--- config.mk ---
export PLATFORM = sky130hd
export DESIGN_NAME = spi_param_rx_flat
export DESIGN_NICKNAME = d
export VERILOG_FILES = /design/src/rtl/spi_param_rx_if.sv /design/src/rtl/spi_param_rx.sv /design/src/flat_wrapper.sv
export SDC_FILE = /design/constraint.sdc
export NUM_CORES = 1
export LEC_CHECK = 0
export ABC_AREA = 1
export CORE_ASPECT_RATIO = 1.5
export CORE_MARGIN = 2
export CORE_UTILIZATION = 32
export DETAILED_ROUTE_END_ITERATION = 10
export GPL_ROUTABILITY_DRIVEN = 0
export PLACE_DENSITY = 0.56
export SYNTH_ARGS = -nofsm -noshare
export SYNTH_HDL_FRONTEND = slang
export SYNTH_SLANG_ARGS = --single-unit
--- constraint.sdc ---
create_clock -name clk -period 3.3 [get_ports clk]
set_clock_uncertainty 0.2 [all_clocks]
set_input_delay 0.66 -clock clk [delete_from_list [all_inputs] [get_ports clk]]
set_output_delay 0.66 -clock clk [all_outputs]
set_load 0.005 [all_outputs]
--- src/rtl/spi_param_rx_if.sv ---
`default_nettype none
`timescale 1ns/1ps
// ============================================================================
//  Module      : spi_param_rx_if
//  Description : SPI pin bundle between the host MCU (master) and the
//                sweep-parameter receiver (slave).
//  Revision    : 1.0 - initial release
// ============================================================================
interface spi_param_rx_if;
  logic spi_sclk;
  logic spi_cs_n;
  logic spi_mosi;
  logic spi_miso;

  modport master (
    output spi_sclk,
    output spi_cs_n,
    output spi_mosi,
    input  spi_miso
  );

  modport slave (
    input  spi_sclk,
    input  spi_cs_n,
    input  spi_mosi,
    output spi_miso
  );
endinterface
`default_nettype wire

--- src/rtl/spi_param_rx.sv ---
`default_nettype none
`timescale 1ns/1ps
// ============================================================================
//  Module      : spi_param_rx
//  Description : Mode-0 SPI slave receiving 40-bit sweep-parameter frames
//                (8-bit command + 32-bit data, MSB first). SPI pins are
//                oversampled in the clk domain. Holds the four sweep
//                registers and strobes upd_pulse / frame_err.
//  Option      : define SPI_READBACK_EN to return the pre-write value of the
//                addressed register on spi_miso during the data phase.
//  Revision    : 1.0 - initial release
// ============================================================================
module spi_param_rx #(
  parameter int          SYNC_STAGES   = 2,
  parameter logic [31:0] RST_FRE_START = 32'd34300,
  parameter logic [31:0] RST_FRE_END   = 32'd343000,
  parameter logic [31:0] RST_STEP      = 32'd343,
  parameter logic [31:0] RST_CYCLE     = 32'd4999999
) (
  input  logic        clk,
  input  logic        rst_n,
  spi_param_rx_if.slave spi,
  output logic [31:0] SPI_fre_start,
  output logic [31:0] SPI_fre_end,
  output logic [31:0] SPI_step,
  output logic [31:0] SPI_cycle,
  output logic        upd_pulse,
  output logic [1:0]  upd_addr,
  output logic        frame_err
);

  // A single flop cannot be trusted against metastability, so clamp depth.
  localparam int c_SYNC_DEPTH = (SYNC_STAGES < 2) ? 2 : SYNC_STAGES;

  typedef enum logic [2:0] {
    S_WAIT_CS_HIGH = 3'd0,
    S_IDLE         = 3'd1,
    S_CMD          = 3'd2,
    S_DATA         = 3'd3,
    S_COMMIT       = 3'd4
  } state_t;

  logic [c_SYNC_DEPTH-1:0] r_sclk_sync;
  logic [c_SYNC_DEPTH-1:0] r_cs_sync;
  logic [c_SYNC_DEPTH-1:0] r_mosi_sync;
  logic                    r_sclk_prev;

  state_t      r_state;
  logic [5:0]  r_bit_cnt;
  logic [39:0] r_shift;
  logic [31:0] r_regs [0:3];
  logic        r_upd_pulse;
  logic [1:0]  r_upd_addr;
  logic        r_frame_err;

  logic        w_sclk;
  logic        w_cs_n;
  logic        w_mosi;
  logic        w_rise;
  logic [39:0] w_shift_next;
  logic        w_wr;
  logic [4:0]  w_rsv;
  logic [1:0]  w_idx;
  logic [31:0] w_wdata;

  assign w_sclk       = r_sclk_sync[c_SYNC_DEPTH-1];
  assign w_cs_n       = r_cs_sync[c_SYNC_DEPTH-1];
  assign w_mosi       = r_mosi_sync[c_SYNC_DEPTH-1];
  assign w_rise       = w_sclk & ~r_sclk_prev;
  assign w_shift_next = {r_shift[38:0], w_mosi};

  // Command fields as they sit in the fully shifted frame.
  assign w_wr    = r_shift[39];
  assign w_rsv   = r_shift[38:34];
  assign w_idx   = r_shift[33:32];
  assign w_wdata = r_shift[31:0];

  // Synchronizers; cs resets low so a frame in flight at reset is never
  // mistaken for a fresh CS-high period.
  always_ff @(posedge clk or negedge rst_n) begin
    if (!rst_n) begin
      r_sclk_sync <= '0;
      r_cs_sync   <= '0;
      r_mosi_sync <= '0;
      r_sclk_prev <= 1'b0;
    end else begin
      r_sclk_sync <= {r_sclk_sync[c_SYNC_DEPTH-2:0], spi.spi_sclk};
      r_cs_sync   <= {r_cs_sync[c_SYNC_DEPTH-2:0],   spi.spi_cs_n};
      r_mosi_sync <= {r_mosi_sync[c_SYNC_DEPTH-2:0], spi.spi_mosi};
      r_sclk_prev <= w_sclk;
    end
  end

  // Frame FSM: shift 40 bits, then commit or reject in one cycle.
  always_ff @(posedge clk or negedge rst_n) begin
    if (!rst_n) begin
      r_state     <= S_WAIT_CS_HIGH;
      r_bit_cnt   <= '0;
      r_shift     <= '0;
      r_regs[0]   <= RST_FRE_START;
      r_regs[1]   <= RST_FRE_END;
      r_regs[2]   <= RST_STEP;
      r_regs[3]   <= RST_CYCLE;
      r_upd_pulse <= 1'b0;
      r_upd_addr  <= '0;
      r_frame_err <= 1'b0;
    end else begin
      r_upd_pulse <= 1'b0;
      r_frame_err <= 1'b0;
      case (r_state)
        S_WAIT_CS_HIGH: begin
          if (w_cs_n) r_state <= S_IDLE;
        end
        S_IDLE: begin
          if (!w_cs_n) begin
            r_state   <= S_CMD;
            r_bit_cnt <= '0;
          end
        end
        S_CMD, S_DATA: begin
          if (w_cs_n) begin
            // Short frame: drop it without touching any register.
            r_frame_err <= 1'b1;
            r_state     <= S_IDLE;
          end else if (w_rise) begin
            r_shift   <= w_shift_next;
            r_bit_cnt <= r_bit_cnt + 6'd1;
            if (r_bit_cnt == 6'd7)       r_state <= S_DATA;
            else if (r_bit_cnt == 6'd39) r_state <= S_COMMIT;
          end
        end
        S_COMMIT: begin
          if (w_rsv != 5'd0) begin
            r_frame_err <= 1'b1;
          end else if (w_wr) begin
            r_regs[w_idx] <= w_wdata;
            r_upd_pulse   <= 1'b1;
            r_upd_addr    <= w_idx;
          end
          r_state <= S_WAIT_CS_HIGH;
        end
        default: r_state <= S_WAIT_CS_HIGH;
      endcase
    end
  end

`ifdef SPI_READBACK_EN
  logic        w_fall;
  logic [31:0] r_tx;

  assign w_fall = ~w_sclk & r_sclk_prev;

  // TX shifter: load on the 8th rise, then present the next bit after each
  // fall that follows a data-bit rise so bit31 is stable for the 9th rise.
  always_ff @(posedge clk or negedge rst_n) begin
    if (!rst_n) begin
      r_tx <= '0;
    end else if (r_state == S_CMD && !w_cs_n && w_rise && r_bit_cnt == 6'd7) begin
      r_tx <= r_regs[w_shift_next[1:0]];
    end else if (r_state == S_DATA && !w_cs_n) begin
      if (w_fall && r_bit_cnt > 6'd8) r_tx <= {r_tx[30:0], 1'b0};
    end else begin
      r_tx <= '0;
    end
  end

  assign spi.spi_miso = r_tx[31];
`else
  assign spi.spi_miso = 1'b0;
`endif

  assign SPI_fre_start = r_regs[0];
  assign SPI_fre_end   = r_regs[1];
  assign SPI_step      = r_regs[2];
  assign SPI_cycle     = r_regs[3];
  assign upd_pulse     = r_upd_pulse;
  assign upd_addr      = r_upd_addr;
  assign frame_err     = r_frame_err;

endmodule
`default_nettype wire
--- src/flat_wrapper.sv ---
// flat-port wrapper written by rule: the top's interface ports become plain ports
module spi_param_rx_flat 
#(
  parameter int          SYNC_STAGES   = 2,
  parameter logic [31:0] RST_FRE_START = 32'd34300,
  parameter logic [31:0] RST_FRE_END   = 32'd343000,
  parameter logic [31:0] RST_STEP      = 32'd343,
  parameter logic [31:0] RST_CYCLE     = 32'd4999999
)
  (clk, rst_n, SPI_fre_start, SPI_fre_end, SPI_step, SPI_cycle, upd_pulse, upd_addr, frame_err, spi_spi_sclk, spi_spi_cs_n, spi_spi_mosi, spi_spi_miso);
  spi_param_rx_if spi_i ();
  input  logic clk;
  input  logic rst_n;
  output logic [31:0] SPI_fre_start;
  output logic [31:0] SPI_fre_end;
  output logic [31:0] SPI_step;
  output logic [31:0] SPI_cycle;
  output logic upd_pulse;
  output logic [1:0] upd_addr;
  output logic frame_err;
  input wire logic [$bits(spi_i.spi_sclk)-1:0] spi_spi_sclk;
  input wire logic [$bits(spi_i.spi_cs_n)-1:0] spi_spi_cs_n;
  input wire logic [$bits(spi_i.spi_mosi)-1:0] spi_spi_mosi;
  output wire logic [$bits(spi_i.spi_miso)-1:0] spi_spi_miso;
  assign spi_i.spi_sclk = spi_spi_sclk;
  assign spi_i.spi_cs_n = spi_spi_cs_n;
  assign spi_i.spi_mosi = spi_spi_mosi;
  assign spi_spi_miso = spi_i.spi_miso;
  spi_param_rx #(.SYNC_STAGES(SYNC_STAGES), .RST_FRE_START(RST_FRE_START), .RST_FRE_END(RST_FRE_END), .RST_STEP(RST_STEP), .RST_CYCLE(RST_CYCLE)) u_core (.clk(clk), .rst_n(rst_n), .spi(spi_i), .SPI_fre_start(SPI_fre_start), .SPI_fre_end(SPI_fre_end), .SPI_step(SPI_step), .SPI_cycle(SPI_cycle), .upd_pulse(upd_pulse), .upd_addr(upd_addr), .frame_err(frame_err));
endmodule
# Word-level counts from Yosys, hierarchy flattened
# Index checks and enable logic that the tools add are counted.
# totals
output_inout_bits	133
ff_bits	188
inputBits	5
# op_classes
n_reduce_logical	9
magnitude_cmp	2
mux	20
n_eq_ne	12
bitwise_logic	5
addsub	1
# op_table
operator	n
128-bit bitwise mux	1
32-bit demux with 2-bit select	1
32-bit two-way mux	1
3-bit two-way mux	6
6-bit two-way mux	3
6-bit case mux with 2 select lines	1
3-bit case mux with 3 select lines	1
4-bit AND reduction	2
6-bit by 1-bit adder with 6-bit output (second input constant)	1
3-bit by 2-bit equality test with 1-bit output (second input constant)	2
6-bit by 3-bit equality test with 1-bit output (second input constant)	1
6-bit equality test (second input constant)	1
3-bit AND reduction	2
1-bit two-way mux	5
5-bit nonzero test	1
2-bit by 1-bit inequality test with 1-bit output (second input constant)	2
2-bit inequality test (second input constant)	2
4-bit by 1-bit inequality test with 1-bit output (second input constant)	1
3-bit by 1-bit equality test with 1-bit output (second input constant)	1
3-bit equality test (second input constant)	1
3-bit >= comparator (second input constant)	1
3-bit zero test	1
3-bit by 1-bit < comparator with 1-bit output (second input constant)	1
3-bit by 1-bit inequality test with 1-bit output (second input constant)	1
7 further kinds	9

# Logic depth before layout (Yosys ltp)
# depth
ltp_word	6
mapped_depth	9
mapped_depth_nobuf	9

# Worst setup path before layout
# OpenSTA, ideal clock, no wires.
# synth_timing
path_kind	reg2reg
start	register u_core.r_state[1]
end	register u_core.r_regs, in the netlist u_core.SPI_fre_start[11]
path_slack_ns	1.674
required_ns	2.979
setup_ns	0.121
path_stages_with_launch	8
arrival_ns	1.305
cell_sequence	dfrtp_1 -> nor2_2 -> nand3_1 -> nor2_4 -> nand2_2 -> clkbuf_1 -> nand2_1 -> o21ai_1
# synth_via
elab_chain_len	2
# synth_rtl
item	line_no	text
start: declaration	spi_param_rx.sv:48	state_t r_state;
start signal: assignment	spi_param_rx.sv:97	r_state <= S_WAIT_CS_HIGH;
start signal: assignment	spi_param_rx.sv:112	if (w_cs_n) r_state <= S_IDLE;
start signal: assignment	spi_param_rx.sv:116	r_state <= S_CMD;
3-bit equality test	spi_param_rx.sv:110	case (r_state)
3-bit AND reduction (no line)	--	
end signal: indexed assignment	spi_param_rx.sv:136	r_regs[w_idx] <= w_wdata;
end: declaration	spi_param_rx.sv:51	logic [31:0] r_regs [0:3];
# No other way between the ends.
# A chain may end at the register's enable or synchronous reset.

# Final worst setup path
# layout_timing
start	register u_core.r_regs, in the netlist u_core.SPI_fre_start[15]
end	output SPI_fre_start[15]
# layout_rtl
item	line_no	text
end: declaration	flat_wrapper.sv:14	output logic [31:0] SPI_fre_start;
# No word-level cell between the ends.

==> impl_results.md <==
- CP max FO: 2
- Post CTS Setup Buffer Count: 0
- CP required: 2.44 ns
- Post-layout minimum cycle time: 2.39 ns
- Root buffer cell: clkbuf_16
- Clock transition at path regs: 0.07 ns
- CP Capture Type: output port
- Die Y: 193 µm
- Detailed Route WL: 20,400 µm
- First-pass GRT wire length: 32,400 µm
- Avg Vias per Cell: 4.72
- Kind of critical path: register to output port
- Number of max-cap violations: 0
- Longest Clk Path Bufs: 2
- Synthesized area: 0.00761 mm²
- N_diodes: 0
- Sink Count: 188
- Core box area: 0.0236 mm²
- Ranking of synthesized cells by area: dfrtp_1, nand2_1, dfstp_2, nand4_1, o21ai_0
- Antenna violations before repair: 0
- Hold-fix buffers, CTS: 0
- Share of post-route cells with drive strength above 1: 10.3%
- Cell Pwr Density: 497 mW/mm²
- Pre-antenna DRT Iters: 5
- Worst VDD drop: 0.000336 V
- Max-slew headroom: 58.5%
- Worst skew pair latency: 0.44 ns
- Drt drc: 0
- RSZ-0062 raised after global routing: false
- Delay-heaviest family, CP: buffers and inverters
- Number of synthesized flops with an enable pin: 0
- CTS tree: built
- Mapped Nets: 831
- Post-route ant nets: 0
- Async set-reset flop share out of synthesis: 100%
- Starting density of the core: 32.3%
- Combinational share of power: 5.8%
- Critical path arrival: 1.53 ns
- Pre-CTS setup slack: 1.17 ns
- CP peak stage delay: 0.57 ns
- Die Span X: 130 µm
- Final setup vio count: 0
- Ys Warns: 0
- Placed Area: 0.00926 mm²
- Final Core Density: 42.0%
- CP Buf/Inv Count: 1
- Syn avg cell area: 9.22 µm²
- Register area share after synthesis: 62.5%
- Cell type with the largest total area after synthesis: dfrtp_1
- Actual slew at the worst max-slew pin: 0.623 ns
- I/O pin count: 138
- PortBufs: 136
- CP Launch Type: register
- Final setup TNS: 0 ns
- # resized after CTS: 0
- Nets@finish: 947
- Max Clock Freq: 0.418 GHz
- Clock power share: 45.3%
- Worst setup margin: 0.908 ns
- Hold crit path type: input pin to async pin
- GRT Residual Overflow: 0
- Final worst-path cycle share: 72.5%
- Switching share of power: 23.8%
- Synth top area share: 49.0%
- Count leader, synth: nand2_1
- Vias: 6,014
- Syn Inst Count: 825
- Status: complete, no violations
- Die ar.: 0.0251 mm²
- Dpl hpwl: 13,500 µm
- Final hold vios: 0
- P_sw: 0.00117 W
- Largest net degree at the start of global routing: 74
- Cts bufs inserted: 17
- Synth unique cells: 26
- Wire per inst: 16.0 µm
- P_int: 0.00375 W
- Vias in the first global route: 5,984
- Flop pwr share: 48.9%
- Commonest cells post-synth: nand2_1, dfrtp_1, nand4_1
- Main synth FF type: dfrtp_1
- Maximum level of the CTS H-tree: 4
- Slowest CP cell: clkdlybuf4s50_1
- Slew Limit Fails: 0
- Total GRT Usage: 17.1%
- Post-layout instance area: 0.00991 mm²
- Crit-path cells: clkdlybuf4s50_1
- Area delta synth->final: 30.2%
- Leak Pwr: 4.56 nW
- Synthesis-stage register bit count: 188
- Placement Rows: 69
- Iteration-0 DRC Markers: 352
==> power by group through the flow <==
stage	registers (W)	clock network, W	logic (W)
floorplan	0.00243	0	0.000176
global placement	0.00244	0	0.000288
detailed placement	0.00245	0	0.000291
CTS	0.00240	0.00228	0.000293
global route	0.00241	0.00236	0.000331
finish	0.00241	0.00223	0.000286
==> state kept, by name (all words and copies together) (netlist names) <==
signal and cells:
u_core.r_shift 40, u_core.SPI_cycle 32, u_core.SPI_fre_end 32, u_core.SPI_fre_start 32, u_core.SPI_step 32, u_core.r_bit_cnt 6
u_core.r_state 3, u_core.r_cs_sync 2, u_core.r_mosi_sync 2, u_core.r_sclk_sync 2, u_core.upd_addr 2, u_core.frame_err 1
u_core.r_sclk_prev 1, u_core.upd_pulse 1
==> final timing paths <==
kind	from	endpoint	slack (ns)	cells past startpoint
max	u_core.SPI_fre_start[15]$_DFFE_PN1P_	SPI_fre_start[15]	0.91	1
min	rst_n	u_core.r_cs_sync[0]$_DFF_PN0_	0.03	1
max reg2reg	u_core.r_state[1]$_DFFE_PN0P_	u_core.SPI_fre_start[24]$_DFFE_PN0P_	1.16	8
min reg2reg	u_core.r_sclk_sync[0]$_DFF_PN0_	u_core.r_sclk_sync[1]$_DFF_PN0_	0.16	0
max in group asynchronous	rst_n	u_core.SPI_fre_end[16]$_DFFE_PN1P_	2.08	2
min in group clk	u_core.r_sclk_sync[0]$_DFF_PN0_	u_core.r_sclk_sync[1]$_DFF_PN0_	0.16	0
==> kinds of logic after synthesis <==
| logic type | after synthesis | share of synthesized area, % |
|---|---|---|
| flip-flops | 188 | 62.5 |
| buffers and inverters | 106 | 5.95 |
| other | 1 | 0.0493 |
| AND/OR/NAND/NOR | 449 | 26.0 |
| adder cells (fa/ha/maj) | 1 | 0.164 |
| AO/OA/AOI/OAI | 80 | 5.36 |
==> stage by stage <==
step	instances	hold WS [ns]	power, W
after floorplan	825	0.131	0.00261
after global placement	1241	0.133	0.00273
after detailed placement	1241	0.136	0.00274
after CTS	1273	0.0446	0.00498
after global routing	1273	0.0705	0.00511
final	1273	0.0271	0.00492
==> per-layer routing <==
layer,up-vias,GRT usage (%),wire length [µm]
li1,2936,-,-
met2,129,29.9,10800
met1,2928,20.6,8560
met4,0,5.83,431
met5,-,0,0
met3,21,3.58,660
==> final cells by class <==
cell class | instances | area (µm²)
inverters | 50 | 188
fillers | 2349 | 13700
repair buffers | 153 | 1520
flip-flops and latches | 188 | 4760
clock inverters | 13 | 189
clock buffers | 19 | 453
multi-input cells | 531 | 2400
well taps | 319 | 399
==> layout by cell type, fill, tap and decap left out, types with 3 or more instances in the layout <==
| cell | netlist | routed |
|---|---|---|
| inv_1 | 47 | 47 |
| o21bai_1 | 3 | 3 |
| nand4_1 | 101 | 101 |
| dfstp_2 | 39 | 39 |
| o21ai_0 | 40 | 40 |
| nor2_1 | 16 | 16 |
| bufinv_16 | 0 | 4 |
| clkinvlp_4 | 0 | 5 |
| o21ai_1 | 34 | 34 |
| buf_4 | 4 | 15 |
| clkbuf_16 | 0 | 17 |
| a21oi_1 | 3 | 3 |
| nand3_1 | 11 | 11 |
| clkbuf_8 | 0 | 3 |
| clkdlybuf4s50_1 | 0 | 135 |
| nand2_1 | 313 | 313 |
| dfrtp_1 | 149 | 147 |
Note: power is estimated with default switching activity, not from simulation.
